File: config.mk
export PLATFORM = sky130hd
export DESIGN_NAME = dc_stage
export DESIGN_NICKNAME = d
export VERILOG_FILES = /design/src/rtl/dc_stage.sv
export SDC_FILE = /design/constraint.sdc
export NUM_CORES = 1
export LEC_CHECK = 0
export CORE_UTILIZATION = 47
export DETAILED_ROUTE_END_ITERATION = 7
export MAX_ROUTING_LAYER = met4
export PLACE_DENSITY = 0.87
export SYNTH_ARGS = -nofsm -noshare
export SYNTH_HDL_FRONTEND = slang
export SYNTH_SLANG_ARGS = --single-unit
export TNS_END_PERCENT = 30
File: constraint.sdc
create_clock -name clk -period 4.1 [get_ports clk]
set_input_delay 1.23 -clock clk [delete_from_list [all_inputs] [get_ports clk]]
set_output_delay 1.23 -clock clk [all_outputs]
set_load 0.01 [all_outputs]
File: src/rtl/dc_stage.sv
`default_nettype none
// ============================================================================
//  Module      : dc_stage
//  Description : Memory-access (DC) pipeline stage. Registers the execute
//                bus, waits for the data-SRAM load response, selects the
//                write-back value, feeds forwarding data back to execute and
//                requests a stall while a load response is outstanding.
//  Revision    : 1.0 - initial release
// ============================================================================
module dc_stage #(
    parameter int EX_TO_DC_WD = 76,
    parameter int DC_TO_WB_WD = 70
) (
    input  logic                   clk,
    input  logic                   rst,
    input  logic                   flush,
    input  logic [5:0]             stall,
    input  logic [EX_TO_DC_WD-1:0] ex_to_dc_bus,
    input  logic [31:0]            data_sram_rdata,
    input  logic                   data_sram_rvalid,
    output logic [DC_TO_WB_WD-1:0] dc_to_wb_bus,
    output logic                   dc_fwd_we,
    output logic [4:0]             dc_fwd_waddr,
    output logic [31:0]            dc_fwd_wdata,
    output logic                   stallreq_dc
);

    // IDLE: no load, or a load still waiting for its response.
    // GOT : the load response has been captured into the hold buffer.
    typedef enum logic [0:0] {
        ST_IDLE = 1'b0,
        ST_GOT  = 1'b1
    } state_t;

    logic [EX_TO_DC_WD-1:0] r_stage_q;
    logic [EX_TO_DC_WD-1:0] w_stage_d;
    state_t                 r_state_q;
    state_t                 w_state_d;
    logic [31:0]            r_buf_q;
    logic [31:0]            w_buf_d;

    // Decoded fields of the registered execute bus
    logic [31:0] w_pc;
    logic        w_ram_en;
    logic [3:0]  w_ram_wen;
    logic        w_sel_rf_res;
    logic        w_rf_we;
    logic [4:0]  w_rf_waddr;
    logic [31:0] w_alu_result;

    logic        w_is_load;
    logic        w_stage_load;
    logic        w_stage_bubble;
    logic        w_stage_moves;
    logic        w_rsp_now;
    logic [31:0] w_load_data;
    logic [31:0] w_rf_wdata;
    logic        w_rf_we_eff;
    logic        w_stallreq;

    // Only this stage's and the write-back stall bits matter here.
    logic        w_unused_stall;
    assign w_unused_stall = ^stall[3:0];

    assign w_pc         = r_stage_q[75:44];
    assign w_ram_en     = r_stage_q[43];
    assign w_ram_wen    = r_stage_q[42:39];
    assign w_sel_rf_res = r_stage_q[38];
    assign w_rf_we      = r_stage_q[37];
    assign w_rf_waddr   = r_stage_q[36:32];
    assign w_alu_result = r_stage_q[31:0];

    // Decode load status, stage movement and the write-back value
    always_comb begin
        w_is_load      = w_ram_en & (w_ram_wen == 4'b0000);
        w_stage_load   = ~stall[4];
        w_stage_bubble = stall[4] & ~stall[5];
        w_stage_moves  = w_stage_load | w_stage_bubble;
        // A response only counts while still waiting for one; stray pulses
        // in GOT or for non-loads are ignored.
        w_rsp_now      = w_is_load & (r_state_q == ST_IDLE) & data_sram_rvalid;
        w_load_data    = w_rsp_now ? data_sram_rdata : r_buf_q;
        w_stallreq     = w_is_load & (r_state_q == ST_IDLE) & ~data_sram_rvalid;
        w_rf_wdata     = w_sel_rf_res ? w_load_data : w_alu_result;
        w_rf_we_eff    = w_rf_we & ~w_stallreq;
    end

    // Next stage-register contents: flush > bubble > load > hold
    always_comb begin
        w_stage_d = r_stage_q;
        if (flush) begin
            w_stage_d = '0;
        end else if (w_stage_bubble) begin
            w_stage_d = '0;
        end else if (w_stage_load) begin
            w_stage_d = ex_to_dc_bus;
        end
    end

    // Load-response FSM next state and hold-buffer capture
    always_comb begin
        w_state_d = r_state_q;
        w_buf_d   = r_buf_q;
        if (flush) begin
            w_state_d = ST_IDLE;
            w_buf_d   = '0;
        end else begin
            if (w_rsp_now) begin
                w_state_d = ST_GOT;
                w_buf_d   = data_sram_rdata;
            end
            // A new instruction (or bubble) always starts out waiting.
            if (w_stage_moves) begin
                w_state_d = ST_IDLE;
            end
        end
    end

    // Stage register, FSM state and hold buffer
    always_ff @(posedge clk) begin
        if (rst) begin
            r_stage_q <= '0;
            r_state_q <= ST_IDLE;
            r_buf_q   <= '0;
        end else begin
            r_stage_q <= w_stage_d;
            r_state_q <= w_state_d;
            r_buf_q   <= w_buf_d;
        end
    end

    // Output bus and forwarding path
    always_comb begin
        dc_to_wb_bus = {w_pc, w_rf_we_eff, w_rf_waddr, w_rf_wdata};
        dc_fwd_we    = w_rf_we_eff;
        dc_fwd_waddr = w_rf_waddr;
        dc_fwd_wdata = w_rf_wdata;
        stallreq_dc  = w_stallreq;
    end

endmodule
`default_nettype wire

After elaboration in Yosys (flattened, before gate mapping)
Index checks and enable logic that the tools add are counted.

Register bits: 109. Output and inout bits: 109. Word-level logic and storage cells: 21.

Mux-type cells: 2. Bitwise gates (word level): 12. Reduce and logical (&&, ||, !) cells: 4.

Operators by type and width (count): $mux 32 (2); $and 1x1->1 (6); $reduce_or 3->1 (2); $not 1->1 (5); $logic_not 4->1 (1); $reduce_or 2->1 (1); $or 1x1->1 (1).

Longest topological paths before layout
Word-level depth: 6. Depth in mapped cells: 6.

Worst setup path after synthesis
Ideal clock, no wire load.

Path kind: input to output. Start: in data_sram_rvalid. End: out dc_to_wb_bus[10]. Arrival time: 2518 ps. Required time: 2870 ps. Slack: 352 ps. Cell stages on the path: 6. Cells stage by stage: clkbuf_1 > inv_1 > buf_2 > o31ai_4 > a31oi_1 > buf_4.

Cells in the longest elaborated chain, start to end: 3.

RTL lines: start: declaration (line 20) `input logic data_sram_rvalid,`; $and 1x1->1 (line 81) `w_rsp_now = w_is_load & (r_state_q == ST_IDLE) & data_sram_rvalid;`; $mux 32; $mux 32 (line 84) `w_rf_wdata = w_sel_rf_res ? w_load_data : w_alu_result;`; end: declaration (line 21) `output logic [DC_TO_WB_WD-1:0] dc_to_wb_bus,`.

No other way between the ends.

Worst setup path after layout
Start: in data_sram_rvalid. End: out dc_to_wb_bus[0].

Same word-level chain as after synthesis.

==> flow_summary_export.csv <==
group,metric,value,unit
outcome,status,"finished, final reports clean",
power,power_density,305,mW/mm^2
critical_path,timing.rr.end,"r_buf_q[28]$_SDFF_PP0_",
routing,wl_per_cell,17.0,um
cts,clk_latency,0.34,ns
cts,cts_buffers,9,
min_path,min_path_type,"reg -> reg",
synth,ys_seq_elements,109,
timing,setup_slack,0.0786,ns
critical_path,path_cells,"dlygate4sd2_1 > inv_2 > buf_12 > o31ai_2 > a31oi_1 > clkdlybuf4s50_1",
floorplanning,initial_utilization,49.1,%
routing,drt-pass1-iter-count,4,
power,p_clk_share,36.7,%
cts,cts_tree,"built",
critical_path,endpoint_kind,"output port",
cts,clock-sinks,109,
synth,syn-instance-count,559,
critical_path,cpPeakStageDelay,0.59,ns
layout,fillers,802,
synth,syn-cell-area,0.00544,mm^2
layout,drive_above_1_share,15.8,%
synth,yosysWarnings,0,
layout,area_growth,44.4,%
timing,holdWs,0.480,ns
global_route,grt_util_met1,26.4,%
power,p_seq_share,45.7,%
min_path,whs_endpoint,"r_buf_q[16]$_SDFF_PP0_",
power,p_sw_share,24.8,%
synth,synth_cell_type_count,22,
timing,maxSlewHeadroom,36.6,%
placement,pre_cts_ws,-0.259,ns
placement,portBuffers,222,
synth,synth_fp_nets,677,
layout,fin_util,71.0,%
timing,clock.fmax,0.249,GHz
timing,finalSetupViolations,0,
timing,period_needed,4.02,ns
power,vdd_drop_max,0.291,mV
critical_path,slowest_stage,"clkdlybuf4s50_1",
critical_path,critical_path_class,"in -> out",
layout,ff_latch_area,0.00218,mm^2
floorplanning,dieHeight,110,um
layout,final_common_cell,"clkdlybuf4s50_1",
global_route,grt_start_max_net_pins,58,
routing,routed_via_density,5.41,
power,p_comb_share,17.7,%
floorplanning,dieWidth,110,um
floorplanning,dieArea,0.0120,mm^2
timing,fin_tns_setup,0,ns
critical_path,crit_path_max_fanout,12,
global_route,busiest_layer,"met2",
global_route,grt_pass1_wl,22600,um
power,leakagePower,0.00301,uW
synth,syn_avg_cell_area,9.74,um^2
global_route,use_met3,3.97,%
routing,drtIter0Drc,246,
critical_path,crit_required,2.87,ns
floorplanning,rows,38,
critical_path,rr_startpoint,"r_state_q$_SDFFE_PP0N_",
routing,via_count,4659,
cts,cts_hold_buf,0,
layout,multi_input_area,0.00254,mm^2
cts,cts_buffer_depth,2,
critical_path,cp.arrival,2.79,ns
power,power.switching,594,uW
synth,synth-seq-area-share,40.1,%
floorplanning,core-area,0.0111,mm^2
layout,final_cell_count_no_fill,861,
power,p_int,1800,uW
placement,dpl.cell_count,844,
floorplanning,boundaryPins,227,
critical_path,reg2reg_depth,4,
layout,layout.nets,834,
global_route,antenna_found_initial,0,
routing,ant_nets,0,
timing,drv_slew,0,
global_route,grt_pass1_vias,4832,
placement,dp_hpwl,10400,um
timing,tightest_slew,0.952,ns
timing,fin_crit_sh,98.1,%
critical_path,start_kind,"primary input",
min_path,whs_path_depth,2,
layout,antenna_cells,0,
routing,wl,14700,um
timing,finClkSkew,0.00573,ns
layout,final_cell_mix,"clkdlybuf4s50_1 (185), nor2_1 (108), dfxtp_1 (108), mux2i_1 (76), buf_4 (41)",
global_route,met2_usage,46.4,%
cts,cts_root_buffer,"clkbuf_16",
global_route,grt.total_usage,25.1,%
routing,drt_drc_violations_left,0,
cts,cts_max_level,3,
min_path,min-delay-start,"r_buf_q[16]$_SDFF_PP0_",
placement,globalplace.congestion,0.757,
critical_path,r2r_slack,2.15,ns
timing,finalHoldViolations,0,
run,cap_violations,0,
cts,cts.clk_slew.worst_paths,0.07,ns
global_route,grt_overflow,0,
==> cell type report <==
| type | instances | share of cell area, % |
|---|---|---|
| well taps | 140 | 2.23 |
| clock buffers | 11 | 3.09 |
| multi-input cells | 323 | 32.3 |
| inverters | 2 | 0.0955 |
| flip-flops and latches | 109 | 27.8 |
| clock inverters | 5 | 0.764 |
| repair buffers | 271 | 33.8 |
==> worst max path at each step <==
| stage | slack (ns) | end | depth (start not counted) | from |
|---|---|---|---|---|
| finish | 0.08 | dc_to_wb_bus[0] | 6 | data_sram_rvalid |
| global route | -0.004 | dc_to_wb_bus[0] | 6 | data_sram_rvalid |
| CTS | 0.09 | dc_to_wb_bus[0] | 6 | data_sram_rvalid |
| detailed placement | -0.26 | dc_to_wb_bus[0] | 6 | data_sram_rvalid |
| global placement | -0.23 | dc_to_wb_bus[0] | 6 | data_sram_rvalid |
| floorplan | 0.35 | dc_to_wb_bus[10] | 6 | data_sram_rvalid |
==> metal layers <==
| layer | share of wire [%] | up-vias |
|---|---|---|
| met5 | 0 | - |
| met4 | 2.0 | 0 |
| met3 | 5.5 | 30 |
| met2 | 54 | 204 |
| met1 | 38 | 2228 |
| li1 | - | 2197 |
==> power groups by stage <==
stage | logic [uW] | registers (uW) | clock network [uW]
5_1_grt | 451 | 1100 | 937
6_report | 423 | 1090 | 878
4_1_cts | 424 | 1090 | 896
3_3_place_gp | 419 | 1120 | 0
2_1_floorplan | 225 | 1110 | 0
3_5_place_dp | 428 | 1120 | 0
==> Yosys cell counts <==
master	number	area share, %
dfxtp_1	109	40
nor2_1	108	7.4
buf_4	76	10
mux2i_1	76	14
a31oi_1	33	3.8
clkbuf_1	33	2.3
a21oi_1	32	2.9
nand4_1	32	3.7
o31ai_4	30	12
buf_2	11	1.0
buf_8	3	0.83
buf_1	2	0.14
inv_1	2	0.14
nor2b_1	2	0.23
nor3_1	2	0.18
o31ai_1	2	0.28
a21o_1	1	0.14
nand2_1	1	0.069
nand2b_1	1	0.11
nor4_2	1	0.23
or2_2	1	0.11
or4_1	1	0.14
==> through the flow <==
stage               total power, uW  instance area (um^2)
finish                         2400                  7860
global route                   2480                  7860
CTS                            2410                  7850
detailed placement             1550                  7510
global placement               1540                  7510
floorplan                      1340                  5440
==> timing repair <==
item | 4_1_cts | 5_1_grt
pin swaps | 3 | 0
resized for setup | 55 | 2
buffers inserted | 1 | 0
endpoints found under the setup margin | 64 | 4
==> logic make-up (layout without fill, tap and decap cells) <==
group | count (synthesis) | in the layout | share of synthesized area, %
AOI/OAI and AO/OA | 98 | 98 | 18.9
buffers and inverters | 127 | 289 | 14.9
DFF | 109 | 109 | 40.1
muxes | 76 | 76 | 14.0
and+or+nand+nor | 149 | 149 | 12.2
==> sequential cells by signal (all words and copies together) (netlist names) <==
register and count:
r_buf_q 32, r_stage_q 76, r_state_q 1
==> worst max-delay path, delay by kind of cell <==
kind / cells / cell delay (ns)
buffers and inverters: 4 / 1.18
AOI/OAI and AO/OA: 2 / 0.38
Note: power is estimated with default switching activity, not from simulation.
